## src/rtl/pc_sequencer.sv

```systemverilog
// Fetch-stage program counter: sequential advance, execute-stage redirects,
// trap entry, misaligned-target fault hold and a single boot cycle after reset.
module pc_sequencer #(
    parameter int               XLEN     = 32,
    parameter logic [XLEN-1:0]  RESET_PC = '0,
    parameter int               IALIGN   = 4
) (
    input  logic            clk,
    input  logic            rst,
    input  logic            fetch_ready,
    input  logic            ex_valid,
    input  logic [XLEN-1:0] ex_pc,
    input  logic [1:0]      pc_src,
    input  logic            branch_taken,
    input  logic [XLEN-1:0] rs1,
    input  logic [XLEN-1:0] imm,
    input  logic            trap_valid,
    input  logic [XLEN-1:0] trap_vector,
    output logic            fetch_valid,
    output logic [XLEN-1:0] fetch_pc,
    output logic [XLEN-1:0] link_addr,
    output logic            flush,
    output logic            misaligned,
    output logic [XLEN-1:0] bad_addr
);

    typedef enum logic [1:0] {
        BOOT  = 2'b00,
        RUN   = 2'b01,
        FAULT = 2'b10
    } state_t;

    localparam logic [XLEN-1:0] ALIGN_MASK = XLEN'(IALIGN - 1);
    localparam logic [XLEN-1:0] PC_STEP    = XLEN'(IALIGN);

    state_t          state, state_next;
    logic [XLEN-1:0] pc, pc_next;
    logic [XLEN-1:0] bad_addr_next;
    logic            flush_next, misaligned_next;

    logic [XLEN-1:0] jalr_sum, rel_target, target, trap_pc;
    logic            redirect_req, target_misaligned;

    assign jalr_sum   = rs1 + imm;
    assign rel_target = ex_pc + imm;
    // JALR always drops bit 0, so under IALIGN=2 it can never be misaligned.
    assign target     = (pc_src == 2'b00) ? {jalr_sum[XLEN-1:1], 1'b0} : rel_target;

    assign redirect_req      = ex_valid && (pc_src != 2'b11) &&
                               ((pc_src != 2'b10) || branch_taken);
    assign target_misaligned = |(target & ALIGN_MASK);
    assign trap_pc           = trap_vector & ~ALIGN_MASK;

    assign fetch_valid = (state == RUN);
    assign fetch_pc    = pc;
    assign link_addr   = ex_pc + XLEN'(4);

    always_comb begin
        state_next      = state;
        pc_next         = pc;
        flush_next      = 1'b0;
        misaligned_next = 1'b0;
        bad_addr_next   = bad_addr;
        if (trap_valid) begin
            pc_next    = trap_pc;
            state_next = RUN;
            flush_next = 1'b1;
        end else begin
            case (state)
                BOOT: state_next = RUN;
                RUN: begin
                    if (redirect_req && !target_misaligned) begin
                        pc_next    = target;
                        flush_next = 1'b1;
                    end else if (redirect_req) begin
                        state_next      = FAULT;
                        misaligned_next = 1'b1;
                        bad_addr_next   = target;
                        flush_next      = 1'b1;
                    end else if (fetch_ready) begin
                        pc_next = pc + PC_STEP;
                    end
                end
                FAULT: state_next = FAULT;
                default: state_next = BOOT;
            endcase
        end
    end

    always_ff @(posedge clk) begin
        if (rst) begin
            state      <= BOOT;
            pc         <= RESET_PC;
            flush      <= 1'b0;
            misaligned <= 1'b0;
            bad_addr   <= '0;
        end else begin
            state      <= state_next;
            pc         <= pc_next;
            flush      <= flush_next;
            misaligned <= misaligned_next;
            bad_addr   <= bad_addr_next;
        end
    end

endmodule

```

## config.mk

```make
export PLATFORM = sky130hd
export DESIGN_NAME = pc_sequencer
export DESIGN_NICKNAME = d
export VERILOG_FILES = /design/src/rtl/pc_sequencer.sv
export SDC_FILE = /design/constraint.sdc
export NUM_CORES = 1
export LEC_CHECK = 0
export ABC_AREA = 0
export BUFFER_PORTS_ARGS = -buffer_cell sky130_fd_sc_hd__buf_4
export CAP_MARGIN = 20
export CORE_UTILIZATION = 53
export CTS_CLUSTER_DIAMETER = 150
export DETAILED_ROUTE_END_ITERATION = 10
export PLACE_DENSITY = 0.93
export SETUP_SLACK_MARGIN = 0.4
export SYNTH_ARGS = -nofsm -noshare
export SYNTH_HDL_FRONTEND = slang
export SYNTH_SLANG_ARGS = --single-unit
```

## constraint.sdc

```tcl
create_clock -name clk -period 3.7 [get_ports clk]
set_clock_uncertainty 0.15 [all_clocks]
set_input_delay 0.74 -clock clk [delete_from_list [all_inputs] [get_ports clk]]
set_output_delay 0.74 -clock clk [all_outputs]
set_load 0.01 [all_outputs]
```

==> results.py <==
metrics = {
    "power": {
        "vdd.ir_drop.worst_v": 0.000259,
        "p_clk_frac": 0.266,
        "switchingPower_mw": 1.11,
        "pwr-share-seq": 0.274,
        "power_density_nw_per_um2": 288,
        "comb_power_share": 0.460,
        "p_int_mw": 1.88,
        "p_leak_nw": 4.49,
        "netSwitchingFraction": 0.371,
    },
    "critical_path": {
        "cp.required_ns": 3.77,
        "cp.arrival_ns": 3.38,
        "worst-path-max-fanout": 5,
        "worstSetupStartpointType": "input pin",
        "critical_path_class": "in -> reg",
        "endpoint_kind": "flop",
    },
    "floorplanning": {
        "num_rows": 43,
        "core_area_sq_um": 13900,
        "die_h_microns": 121,
        "die_width_microns": 121,
        "num_io_pins": 235,
        "initial_core_util": 0.544,
        "dieArea_sq_um": 14700,
    },
    "global_routing": {
        "grt_pass1_vias": 8296,
        "grt_usage": 0.336,
        "antenna_found_initial": 0,
        "grt-ovfl-total": 0,
        "grt_max_degree": 42,
        "grt_pass1_wl_mm": 39.7,
    },
    "routing": {
        "drtIter0Drc": 1308,
        "wirelength_mm": 26.2,
        "dr.pass1.iters": 7,
        "drc": 0,
        "avgViaCountPerCell": 6.31,
        "antenna_left": 0,
        "vias": 9394,
        "wl_per_cell_microns": 17.6,
    },
    "synthesis": {
        "synthSimpleGateAreaFrac": 0.251,
        "synth-seq-cells": 68,
        "synth-warning-count": 0,
        "synth_top_family_by_area": "compound AO/OA/AOI/OAI gates",
        "synth_top_flop_cell": "dfxtp_1",
        "synth_cells": 1050,
        "synth_mux_area_frac": 0.0153,
        "synthAdderAreaFrac": 0.113,
        "ys_types": 80,
        "synthArstFlopShare": 0,
        "synth_edf_count": 0,
        "yosysSeqAreaShare": 0.180,
        "syn_area_sq_um": 7550,
        "synth-compound-area-share": 0.297,
        "synth_area_per_cell_sq_um": 7.19,
        "synth_xor_area_frac": 0.102,
        "syn_nets": 1253,
    },
    "cells_and_area": {
        "fin_util": 0.747,
        "layout.cells.non_filler": 1488,
        "area_growth_pct": 37.5,
        "nets": 1507,
        "antenna_cells": 0,
        "drive_above_1_share": 0.288,
    },
    "sta": {
        "worst_pin_slew_ns": 0.825,
        "tns_ns": 0,
        "relSlewSlack": 0.450,
        "max_freq_ghz": 0.302,
        "finalCritPeriodShare": 0.894,
        "fin_crit_ns": 3.31,
        "final-setup-viol-count": 0,
        "finalHoldViolCount": 0,
        "setup_slack_ns": 0.393,
        "rsz0062_at_grt": "true",
        "slew_viol_final": 0,
    },
    "clock_network": {
        "clk_path_buf_depth": 2,
        "numCtsBuffers": 9,
        "cts_tree": "done",
        "clkTransAtPathRegs_ns": 0.05,
        "h-tree-depth": 3,
        "cts_root_buffer": "clkbuf_16",
        "cts_sinks": 68,
        "clk_latency_ns": 0.34,
    },
    "job": {
        "maxCapViolCount": 0,
    },
    "hold_path": {
        "holdCritPathClass": "reg -> reg",
    },
    "placed_design": {
        "placed_cells": 1456,
        "dp_hpwl_mm": 19.6,
        "port_buffers": 232,
        "pre_cts_ws_ns": -0.000155,
        "gp_congestion": 0.954,
    },
    "status": {
        "status": "complete, no violations",
    },
}
[registers in the layout, indices dropped and copies added (netlist names), named ones only]
name        flops
fetch_pc       30
misaligned      1
flush           1
state           2
bad_addr       32
[kinds of logic after synthesis]
kind of cell,Yosys count
AO/OA/AOI/OAI,344
AND/OR/NAND/NOR,397
buffers and inverters,75
adder cells (fa/ha/maj),67
XOR/XNOR,88
flip-flops,68
multiplexers,11
[layout by cell type (no fill, tap or decap), types with 7 or more instances in the layout]
cell type / count
a211o_1: 7
a211oi_1: 26
a21o_1: 22
a21oi_1: 108
a21oi_2: 8
a31oi_1: 16
and3_1: 25
buf_4: 287
clkbuf_16: 9
dfxtp_1: 68
ha_1: 58
inv_1: 25
mux2i_1: 8
nand2_1: 87
nand2b_1: 9
nand3_1: 35
nand4_1: 16
nor2_1: 132
nor2b_1: 7
nor3_1: 35
o211ai_1: 10
o21a_1: 11
o21ai_0: 51
o21ai_1: 14
o22ai_1: 10
xnor2_1: 53
xor2_1: 32
[power by group through the flow]
stage / combinational, mW / clock, mW / sequential [mW]
CTS: 1.27 / 0.801 / 0.815
detailed placement: 1.26 / 0 / 0.830
global route: 1.48 / 0.824 / 0.821
floorplan: 0.762 / 0 / 0.834
global placement: 1.23 / 0 / 0.828
finish: 1.37 / 0.795 / 0.817
[worst max-delay path, cell delays in order]
cell and delay, ns:
buf_4 0.14, ha_1 0.35, o21ai_1 0.18, nor2_4 0.09, o211ai_4 0.27, a21oi_4 0.09
a211o_1 0.35, a21oi_4 0.24, mux2i_2 0.34, buf_4 0.17, nor2_1 0.04, nor4b_2 0.29
nor3_1 0.07
[stage by stage]
| stage | hold WS [ns] | power, mW | cell area (sq um) |
|---|---|---|---|
| floorplan | 0.326 | 1.60 | 7570 |
| global placement | 0.291 | 2.05 | 9680 |
| detailed placement | 0.307 | 2.09 | 9680 |
| CTS | 0.318 | 2.89 | 10000 |
| global route | 0.339 | 3.12 | 10400 |
| finish | 0.320 | 2.98 | 10400 |
[path summary, 6_finish.rpt]
| path | from | end | slack (ns) | cells past startpoint |
|---|---|---|---|---|
| worst min-delay path | bad_addr[19] | bad_addr[19] | 0.32 | 2 |
| worst min register to register | bad_addr[19] | bad_addr[19] | 0.32 | 2 |
| worst max-delay path | ex_pc[3] | fetch_pc[31] | 0.39 | 13 |
| worst max register to register | fetch_pc[4] | fetch_pc[27] | 1.03 | 9 |
[what timing repair did]
item / CTS / global route
hold buffers: 0 / 0
setup buffers: 4 / 13
gates resized for setup: 14 / 45
pin swaps: 11 / 38
setup endpoints to repair: 18 / 38
endpoints found under the hold margin: 0 / 0
[synth_stat cells (all sizes together), types with 3 or more instances]
| cell type | number | share of area |
|---|---|---|
| and2 | 5 | 0.0041 |
| o211ai | 12 | 0.013 |
| nand3 | 38 | 0.025 |
| a221oi | 3 | 0.0035 |
| nand2 | 88 | 0.044 |
| inv | 25 | 0.012 |
| a2111oi | 3 | 0.0051 |
| o22ai | 10 | 0.0083 |
| nand4 | 16 | 0.013 |
| and4 | 5 | 0.0058 |
| o221ai | 5 | 0.0058 |
| ha | 65 | 0.11 |
| a211oi | 28 | 0.029 |
| a21oi | 119 | 0.082 |
| nor2b | 8 | 0.0066 |
| xnor2 | 56 | 0.065 |
| and3 | 26 | 0.022 |
| a211o | 7 | 0.0081 |
| nor3b | 4 | 0.0053 |
| or3 | 7 | 0.0060 |
| o21bai | 4 | 0.0040 |
| o2111ai | 3 | 0.0043 |
| o2bb2ai | 3 | 0.0035 |
| nor3 | 38 | 0.027 |
| o21ai | 67 | 0.045 |
| mux2i | 10 | 0.014 |
| nand2b | 11 | 0.010 |
| or2 | 7 | 0.0058 |
| a311oi | 3 | 0.0035 |
| nor2 | 137 | 0.069 |
| o21a | 11 | 0.011 |
| clkbuf | 35 | 0.017 |
| nor4 | 3 | 0.0025 |
| buf | 15 | 0.011 |
| a21o | 22 | 0.022 |
| dfxtp | 68 | 0.18 |
| a31oi | 18 | 0.017 |
| xor2 | 32 | 0.037 |
| o31ai | 6 | 0.0060 |
[per-layer routing]
layer  GRT usage  vias up  wire length (microns)
met5           0        -                      0
met3      0.0305      112                   2380
met2       0.555      605                  12100
met4       0.140        0                   1080
li1            -     4360                      -
met1       0.444     4317                  10600
[final cells by class]
cell class	count	area [sq um]
clock inverter	2	10.0
clock buffer	13	260
timing repair buffer	293	2240
sequential	68	1360
inverter	25	93.8
fill	998	3510
tap	180	225
multi-input combinational	907	6180
Power figures use the tool's default switching activity.
